===== src/rtl/soc_system_stream_writer_pkg.sv =====
// Shared definitions for the stream-to-memory writer: CSR map, register bit
// positions, FSM state encoding and the default memory geometry.
package soc_system_stream_writer_pkg;

   localparam int DEF_MEM_AW = 10;
   localparam int DEF_MEM_DW = 32;
   localparam int CSR_W      = 32;

   localparam logic [1:0] CSR_CONTROL = 2'd0;
   localparam logic [1:0] CSR_BASE    = 2'd1;
   localparam logic [1:0] CSR_LENGTH  = 2'd2;
   localparam logic [1:0] CSR_STATUS  = 2'd3;

   localparam int CTRL_START = 0;
   localparam int CTRL_ABORT = 1;

   localparam int STAT_BUSY     = 0;
   localparam int STAT_DONE     = 1;
   localparam int STAT_OVERFLOW = 2;
   localparam int STAT_WW_LSB   = 16;

   typedef enum logic [1:0] {
      ST_IDLE,
      ST_WAIT_SOP,
      ST_PACK,
      ST_DRAIN
   } state_t;

endpackage


===== src/rtl/soc_system_stream_writer_if.sv =====
// Bus bundle for the writer: CSR slave, Avalon-ST byte sink and the
// Avalon-MM write port towards the on-chip memory.
interface soc_system_stream_writer_if
   import soc_system_stream_writer_pkg::*;
#(
   parameter int MEM_AW = DEF_MEM_AW,
   parameter int MEM_DW = DEF_MEM_DW
);
   logic [1:0]          csr_address;
   logic                csr_write;
   logic [CSR_W-1:0]    csr_writedata;
   logic                csr_read;
   logic [CSR_W-1:0]    csr_readdata;

   logic [7:0]          sink_data;
   logic                sink_valid;
   logic                sink_ready;
   logic                sink_startofpacket;
   logic                sink_endofpacket;

   logic [MEM_AW-1:0]   mem_address;
   logic                mem_chipselect;
   logic                mem_write;
   logic [MEM_DW/8-1:0] mem_byteenable;
   logic [MEM_DW-1:0]   mem_writedata;

   // Bridge side
   modport slave (
      input  csr_address, csr_write, csr_writedata, csr_read,
      output csr_readdata,
      input  sink_data, sink_valid, sink_startofpacket, sink_endofpacket,
      output sink_ready,
      output mem_address, mem_chipselect, mem_write, mem_byteenable, mem_writedata
   );

   // Host / stream source / memory side
   modport master (
      output csr_address, csr_write, csr_writedata, csr_read,
      input  csr_readdata,
      output sink_data, sink_valid, sink_startofpacket, sink_endofpacket,
      input  sink_ready,
      input  mem_address, mem_chipselect, mem_write, mem_byteenable, mem_writedata
   );

endinterface


===== src/rtl/soc_system_byte_packer.sv =====
// Little-endian byte packer: places each accepted byte into the next lane of
// a word and reports when the word leaves, either full (commit) or cut short
// by end-of-packet (flush). The word and byteenable outputs are valid in the
// same cycle as commit/flush so the caller can register them directly.
module soc_system_byte_packer
   import soc_system_stream_writer_pkg::*;
#(
   parameter int MEM_DW = DEF_MEM_DW
) (
   input  logic                clk,
   input  logic                reset_n,
   input  logic                byte_valid,
   input  logic [7:0]          byte_data,
   input  logic                byte_last,
   input  logic                clear,
   output logic                commit,
   output logic                flush,
   output logic [MEM_DW-1:0]   word,
   output logic [MEM_DW/8-1:0] byteenable
);
   localparam int LANES  = MEM_DW / 8;
   localparam int LANE_W = (LANES > 1) ? $clog2(LANES) : 1;

   logic [LANE_W-1:0] lane_cnt;
   logic [MEM_DW-1:0] shift_reg;

   // Lanes 0..cnt are filled once the current byte lands in lane cnt.
   function automatic logic [LANES-1:0] lane_mask(input logic [LANE_W-1:0] cnt);
      lane_mask = LANES'((32'd1 << (32'(cnt) + 32'd1)) - 32'd1);
   endfunction

   // Insert the incoming byte into its lane and decide whether the word leaves now
   always_comb begin
      word                     = shift_reg;
      word[lane_cnt * 8 +: 8]  = byte_data;
      commit                   = byte_valid && (lane_cnt == LANE_W'(LANES - 1));
      flush                    = byte_valid && byte_last && !commit;
      byteenable               = lane_mask(lane_cnt);
   end

   // Lane counter and partial word; an outgoing word reloads the packer with no bubble
   always_ff @(posedge clk or negedge reset_n) begin
      if (!reset_n) begin
         lane_cnt  <= '0;
         shift_reg <= '0;
      end else if (clear || commit || flush) begin
         lane_cnt  <= '0;
         shift_reg <= '0;
      end else if (byte_valid) begin
         lane_cnt  <= lane_cnt + 1'b1;
         shift_reg <= word;
      end
   end

endmodule


===== src/rtl/soc_system_stream_writer.sv =====
// Avalon-ST byte stream to Avalon-MM memory writer. Software programs a
// word window (BASE/LENGTH) and starts a transfer; one packet is packed into
// 32-bit words and written to the window, wrapping at the memory size.
module soc_system_stream_writer
   import soc_system_stream_writer_pkg::*;
#(
   parameter int MEM_AW = DEF_MEM_AW,
   parameter int MEM_DW = DEF_MEM_DW
) (
   input  logic                      clk,
   input  logic                      reset_n,
   soc_system_stream_writer_if.slave bus
);
   localparam int                CNT_W   = MEM_AW + 1;
   localparam int                LANES   = MEM_DW / 8;
   localparam logic [CNT_W-1:0]  MAX_LEN = CNT_W'(2 ** MEM_AW);

   state_t            state, state_nxt;
   logic [MEM_AW-1:0] base_reg, base_lat;
   logic [CNT_W-1:0]  length_reg, len_lat, words_written;
   logic              done, overflow;

   logic              ctrl_wr, start_req, abort_req;
   logic              accept, pack_valid, budget_hit, mem_wr;
   logic              set_done, set_overflow;
   logic              pk_commit, pk_flush;
   logic [MEM_DW-1:0] pk_word;
   logic [LANES-1:0]  pk_be;
   logic [CSR_W-1:0]  status_word;

   // ABORT has priority over START when both bits arrive in one write
   assign ctrl_wr   = bus.csr_write && (bus.csr_address == CSR_CONTROL);
   assign abort_req = ctrl_wr && bus.csr_writedata[CTRL_ABORT] && (state != ST_IDLE);
   assign start_req = ctrl_wr && bus.csr_writedata[CTRL_START] && !bus.csr_writedata[CTRL_ABORT]
                      && (state == ST_IDLE) && (length_reg != '0);

   assign bus.sink_ready = (state != ST_IDLE);
   assign accept         = bus.sink_valid && bus.sink_ready;
   assign pack_valid     = accept && ((state == ST_PACK) ||
                                      ((state == ST_WAIT_SOP) && bus.sink_startofpacket));
   assign mem_wr         = pk_commit || pk_flush;
   assign budget_hit     = (words_written + 1'b1) == len_lat;

   soc_system_byte_packer #(
      .MEM_DW (MEM_DW)
   ) u_packer (
      .clk        (clk),
      .reset_n    (reset_n),
      .byte_valid (pack_valid),
      .byte_data  (bus.sink_data),
      .byte_last  (bus.sink_endofpacket),
      .clear      (start_req || abort_req),
      .commit     (pk_commit),
      .flush      (pk_flush),
      .word       (pk_word),
      .byteenable (pk_be)
   );

   // Next-state and status-flag decisions; EOP takes precedence over budget exhaustion
   always_comb begin
      state_nxt    = state;
      set_done     = 1'b0;
      set_overflow = 1'b0;
      case (state)
         ST_IDLE: begin
            if (start_req) state_nxt = ST_WAIT_SOP;
         end
         ST_WAIT_SOP, ST_PACK: begin
            if (pack_valid) begin
               state_nxt = ST_PACK;
               if (mem_wr && bus.sink_endofpacket) begin
                  state_nxt = ST_IDLE;
                  set_done  = 1'b1;
               end else if (mem_wr && budget_hit) begin
                  state_nxt    = ST_DRAIN;
                  set_overflow = 1'b1;
               end
            end
         end
         ST_DRAIN: begin
            if (accept && bus.sink_endofpacket) begin
               state_nxt = ST_IDLE;
               set_done  = 1'b1;
            end
         end
         default: state_nxt = ST_IDLE;
      endcase
      if (abort_req) begin
         state_nxt = ST_IDLE;
         set_done  = 1'b0;
      end
   end

   // State register
   always_ff @(posedge clk or negedge reset_n) begin
      if (!reset_n) state <= ST_IDLE;
      else          state <= state_nxt;
   end

   // Live BASE/LENGTH registers and the window captured at START
   always_ff @(posedge clk or negedge reset_n) begin
      if (!reset_n) begin
         base_reg   <= '0;
         length_reg <= '0;
         base_lat   <= '0;
         len_lat    <= '0;
      end else begin
         if (bus.csr_write && (bus.csr_address == CSR_BASE))
            base_reg <= bus.csr_writedata[MEM_AW-1:0];
         if (bus.csr_write && (bus.csr_address == CSR_LENGTH))
            length_reg <= bus.csr_writedata[CNT_W-1:0];
         if (start_req) begin
            base_lat <= base_reg;
            len_lat  <= (length_reg > MAX_LEN) ? MAX_LEN : length_reg;
         end
      end
   end

   // Completion flags and written-word count; a word leaving in an abort cycle still counts
   always_ff @(posedge clk or negedge reset_n) begin
      if (!reset_n) begin
         done          <= 1'b0;
         overflow      <= 1'b0;
         words_written <= '0;
      end else if (start_req) begin
         done          <= 1'b0;
         overflow      <= 1'b0;
         words_written <= '0;
      end else begin
         if (mem_wr)       words_written <= words_written + 1'b1;
         if (set_done)     done          <= 1'b1;
         if (set_overflow) overflow      <= 1'b1;
      end
   end

   // Memory write port: one-cycle pulse the cycle after the committing beat
   always_ff @(posedge clk or negedge reset_n) begin
      if (!reset_n) begin
         bus.mem_write      <= 1'b0;
         bus.mem_chipselect <= 1'b0;
         bus.mem_address    <= '0;
         bus.mem_byteenable <= '0;
         bus.mem_writedata  <= '0;
      end else begin
         bus.mem_write      <= mem_wr;
         bus.mem_chipselect <= mem_wr;
         if (mem_wr) begin
            bus.mem_address    <= base_lat + words_written[MEM_AW-1:0];
            bus.mem_byteenable <= pk_be;
            bus.mem_writedata  <= pk_word;
         end
      end
   end

   // STATUS word assembly
   always_comb begin
      status_word                                = '0;
      status_word[STAT_BUSY]                     = (state != ST_IDLE);
      status_word[STAT_DONE]                     = done;
      status_word[STAT_OVERFLOW]                 = overflow;
      status_word[STAT_WW_LSB +: CNT_W]          = words_written;
   end

   // Registered CSR read port, one cycle of latency
   always_ff @(posedge clk or negedge reset_n) begin
      if (!reset_n) begin
         bus.csr_readdata <= '0;
      end else if (bus.csr_read) begin
         case (bus.csr_address)
            CSR_BASE:   bus.csr_readdata <= CSR_W'(base_reg);
            CSR_LENGTH: bus.csr_readdata <= CSR_W'(length_reg);
            CSR_STATUS: bus.csr_readdata <= status_word;
            default:    bus.csr_readdata <= '0;
         endcase
      end
   end

endmodule


===== src/flat_wrapper.sv =====
// flat-port wrapper written by rule: the top's interface ports become plain ports
module soc_system_stream_writer_flat import soc_system_stream_writer_pkg::*;
#(
   parameter int MEM_AW = DEF_MEM_AW,
   parameter int MEM_DW = DEF_MEM_DW
)
  (clk, reset_n, bus_csr_address, bus_csr_write, bus_csr_writedata, bus_csr_read, bus_csr_readdata, bus_sink_data, bus_sink_valid, bus_sink_startofpacket, bus_sink_endofpacket, bus_sink_ready, bus_mem_address, bus_mem_chipselect, bus_mem_write, bus_mem_byteenable, bus_mem_writedata);
  soc_system_stream_writer_if #(.MEM_AW(MEM_AW), .MEM_DW(MEM_DW)) bus_i ();
  input  logic clk;
  input  logic reset_n;
  input wire logic [$bits(bus_i.csr_address)-1:0] bus_csr_address;
  input wire logic [$bits(bus_i.csr_write)-1:0] bus_csr_write;
  input wire logic [$bits(bus_i.csr_writedata)-1:0] bus_csr_writedata;
  input wire logic [$bits(bus_i.csr_read)-1:0] bus_csr_read;
  output wire logic [$bits(bus_i.csr_readdata)-1:0] bus_csr_readdata;
  input wire logic [$bits(bus_i.sink_data)-1:0] bus_sink_data;
  input wire logic [$bits(bus_i.sink_valid)-1:0] bus_sink_valid;
  input wire logic [$bits(bus_i.sink_startofpacket)-1:0] bus_sink_startofpacket;
  input wire logic [$bits(bus_i.sink_endofpacket)-1:0] bus_sink_endofpacket;
  output wire logic [$bits(bus_i.sink_ready)-1:0] bus_sink_ready;
  output wire logic [$bits(bus_i.mem_address)-1:0] bus_mem_address;
  output wire logic [$bits(bus_i.mem_chipselect)-1:0] bus_mem_chipselect;
  output wire logic [$bits(bus_i.mem_write)-1:0] bus_mem_write;
  output wire logic [$bits(bus_i.mem_byteenable)-1:0] bus_mem_byteenable;
  output wire logic [$bits(bus_i.mem_writedata)-1:0] bus_mem_writedata;
  assign bus_i.csr_address = bus_csr_address;
  assign bus_i.csr_write = bus_csr_write;
  assign bus_i.csr_writedata = bus_csr_writedata;
  assign bus_i.csr_read = bus_csr_read;
  assign bus_csr_readdata = bus_i.csr_readdata;
  assign bus_i.sink_data = bus_sink_data;
  assign bus_i.sink_valid = bus_sink_valid;
  assign bus_i.sink_startofpacket = bus_sink_startofpacket;
  assign bus_i.sink_endofpacket = bus_sink_endofpacket;
  assign bus_sink_ready = bus_i.sink_ready;
  assign bus_mem_address = bus_i.mem_address;
  assign bus_mem_chipselect = bus_i.mem_chipselect;
  assign bus_mem_write = bus_i.mem_write;
  assign bus_mem_byteenable = bus_i.mem_byteenable;
  assign bus_mem_writedata = bus_i.mem_writedata;
  soc_system_stream_writer #(.MEM_AW(MEM_AW), .MEM_DW(MEM_DW)) u_core (.clk(clk), .reset_n(reset_n), .bus(bus_i));
endmodule

===== config.mk =====
export PLATFORM = sky130hd
export DESIGN_NAME = soc_system_stream_writer_flat
export DESIGN_NICKNAME = d
export VERILOG_FILES = /design/src/rtl/soc_system_stream_writer_pkg.sv /design/src/rtl/soc_system_stream_writer_if.sv /design/src/rtl/soc_system_byte_packer.sv /design/src/rtl/soc_system_stream_writer.sv /design/src/flat_wrapper.sv
export SDC_FILE = /design/constraint.sdc
export NUM_CORES = 1
export LEC_CHECK = 0
export ABC_AREA = 1
export CORE_MARGIN = 2
export CORE_UTILIZATION = 50
export DETAILED_ROUTE_END_ITERATION = 10
export GPL_TIMING_DRIVEN = 0
export HOLD_SLACK_MARGIN = 0.03
export PLACE_DENSITY = 0.76
export SLEW_MARGIN = 10
export SYNTH_ARGS = -nofsm -noshare
export SYNTH_HDL_FRONTEND = slang
export SYNTH_SLANG_ARGS = --single-unit

===== constraint.sdc =====
create_clock -name clk -period 2.8 [get_ports clk]
set_input_delay 0.56 -clock clk [delete_from_list [all_inputs] [get_ports clk]]
set_output_delay 0.56 -clock clk [all_outputs]
set_load 0.03 [all_outputs]

==> qor.yml <==
yosys:
  yosys-top-cells-area: "dfrtp_1 (51%), nand2_1 (13%), nor2_1 (5.3%)"
  post_synthesis_cell_count: 974
  synth_enable_flop_cells: 0
  post-synth-top-area-cell: "dfrtp_1"
  synth.cell_area_um2: 7876
  ys_top_cells_by_count: "nand2_1 (272), dfrtp_1 (160), nor2_1 (112)"
  synth.ff_latch_count: 160
  synth_warnings: 0
  syn-mean-instance-area_um2: 8.087
  synth-main-ff-cell: "dfrtp_1"
  yosys.cell_count.top_type: "nand2_1"
  yosysSeqAreaShare: 0.5083
  synth_cell_type_count: 38
  ys_async_sr_fraction: 1.000
  synth_top_area_share: 0.5083
global_routing:
  grt_start_max_net_pins: 114
  global_route_wire_length_before_repair_um: 33220
  overflow: 0
  number_of_global_route_vias_before_repair: 6626
  antenna_found_initial: 0
  grt.total_usage: 0.2519
floorplanning:
  placeableCoreArea_um2: 15310
  design.die.area_um2: 16770
  row_count: 45
  floorplan.die.height_um: 129.5
  i_o_pins: 130
  die_w_um: 129.5
  floorplan.initialDensity: 0.5143
clocking:
  ctsHtreeMaxLevel: 4
  post_cts.resized_instances: 0
  numClockSinks: 160
  clock_pin_slew_on_the_worst_setup_and_hold_paths_ns: 0.06
  cts.hold.buffers_added: 0
  clk-insertion-delay-late_ns: 0.43
  postCtsSetupBuffers: 0
  cts_tree: "built"
  cts_buffers: 17
  cts_root_buffer: "clkbuf_16"
  cts-root-to-sink-buffers: 2
cells_and_area:
  final_cells: 1324
  layout-area-overhead-vs-synth_pct: 23.80
  finish.utilization: 0.6367
  drive_gt1_frac: 0.06379
  antenna_cells_inserted: 0
  final_net_count: 1173
timing:
  timing.final.setup_violations: 0
  timing.max_slew.rel_slack: 0.5907
  hold_viol_final: 0
  min_period_over_period: 0.9081
  maxSlewViolCount: 0
  totalNegativeSetupSlack_ns: 0
  worst_slack_ns: 0.2573
  finalWorstPathRequiredPeriod_ns: 2.543
  worst_slew_pin_slew_ns: 0.6140
  rsz0062_at_grt: "false"
  worst_hold_slack_ns: 0.03113
  achievable-frequency_ghz: 0.3933
  finClkSkew_ns: 0.01061
worst_setup_path:
  worst_setup_path_start_kind: "flop"
  worst_r2r_startpoint: "u_core.u_packer.lane_cnt[0]"
  crit_required_ns: 2.24
  critical_path.reg2reg.endpoint: "u_core.u_packer.shift_reg[22]"
  reg2reg_depth: 7
  critical_path.endpoint_type: "output port"
  r2r_slack_ns: 0.42
  arrival_ns: 1.98
  crit_path_max_fanout: 4
  timing_worst_setup_path_type: "reg2out"
detailed_routing:
  drc: 0
  drt_first_iter_violations: 534
  detail_route.wirelength_um: 19860
  detail_route.wl_per_cell_um: 15.00
  route.vias.total: 6854
  antenna_viol_nets_final: 0
  route.detailed.vias_per_inst: 5.177
  drtPass1Iterations: 5
pwr:
  power.combinational.fraction: 0.392
  power_density_nw_per_um2: 975.1
  power.internal_mw: 5.753
  seq_power_share: 0.371
  power_switching_share: 0.3949
  ir_worst_vdd_mv: 0.5293
  p_sw_mw: 3.755
  power.share.clock: 0.236
  power.static_leakage_nw: 4.729
placement:
  post-place-cells: 1293
  worst_slack_placed_ns: 0.3025
  hpwl_um: 14180
  io_buffer_count: 98
  globalplace.congestion: 0.9315
outcome:
  outcome: "finished clean"
job:
  max-cap-violations: 0
hold_path:
  timing.hold.worst.class: "in2async"
[metrics by stage]
stage               power [mW]  instance area (µm²)
floorplan                5.927                 7910
global placement         7.145                 9155
detailed placement       7.232                 9188
CTS                      9.509                 9751
global route             10.13                 9751
finish                   9.508                 9751
[worst max-delay path, cell delays in order (launching register included)]
cell	delay, ns
dfrtp_1	0.40
inv_1	0.10
ha_1	0.25
inv_1	0.13
clkdlybuf4s50_1	0.69
[how the worst max path moves through the flow]
stage                     slack [ns]  cells after the start                     from                      endpoint
final                           0.26                      4          u_core.state[0]                bus_sink_ready
after global routing            0.16                      4          u_core.state[0]                bus_sink_ready
after CTS                       0.24                      4          u_core.state[0]                bus_sink_ready
after detailed placement        0.30                     10   bus_sink_startofpacket   u_core.bus.mem_writedata[4]
after global placement         -5.32                      1                  reset_n  u_core.bus.mem_writedata[12]
after floorplan                 0.90                      9  u_core.words_written[0]     u_core.bus.mem_address[6]
[cell families after synthesis]
group | Yosys count | synth area share
buf+inv | 164 | 0.08880
flops | 160 | 0.5083
simple gates | 445 | 0.2251
xor+xnor | 14 | 0.01906
compound gates | 164 | 0.1164
mux | 3 | 0.004289
fa+ha+maj | 23 | 0.03749
other cells | 1 | 0.0004761
[power by group through the flow]
stage          registers, mW  logic, mW  clock network, mW
3_5_place_dp            3.55       3.68                  0
2_1_floorplan           3.93       2.00                  0
4_1_cts                 3.52       3.73               2.26
5_1_grt                 3.62       4.14               2.37
6_report                3.53       3.73               2.25
3_3_place_gp            3.54       3.61                  0
[cell usage in the layout, fill, tap and decap left out, types with 2 or more instances in the layout]
cell type,Yosys,final
nand4_1,5,5
mux2_2,3,3
dfrtp_1,160,160
nor3_1,2,2
o22ai_1,37,37
xor2_1,10,10
clkinv_2,0,5
bufinv_16,0,2
inv_2,2,2
nor2_1,112,112
clkbuf_1,25,27
o21ai_0,65,65
a31oi_1,8,8
ha_1,22,22
clkdlybuf4s50_1,0,97
nand2_1,272,272
inv_1,110,110
nand3_1,47,47
xnor3_1,2,2
o211ai_1,2,2
clkinvlp_4,0,3
or2_2,2,2
buf_6,3,3
buf_4,13,13
clkbuf_16,0,17
buf_2,10,10
xnor2_1,2,2
a21oi_1,44,44
conb_1,1,10
nor2_2,2,2
[per-layer routing]
layer	routed length (µm)	vias to the layer above	GRT usage
li1	-	3341	-
met3	1367	31	0.04500
met2	8893	270	0.3765
met5	0	-	0
met1	9232	3212	0.3736
met4	370	0	0.08476
[cell type report]
cell class	instances	area, µm²
clock buffer	20	446.7
sequential	160	4004
buffer	52	279.0
fill	1344	5564
clock inverter	11	116.4
tap	211	264.0
multi-input combinational	659	3207
timing repair buffer	99	1013
inverter	112	420.4
Note: power is estimated with default switching activity, not from simulation.
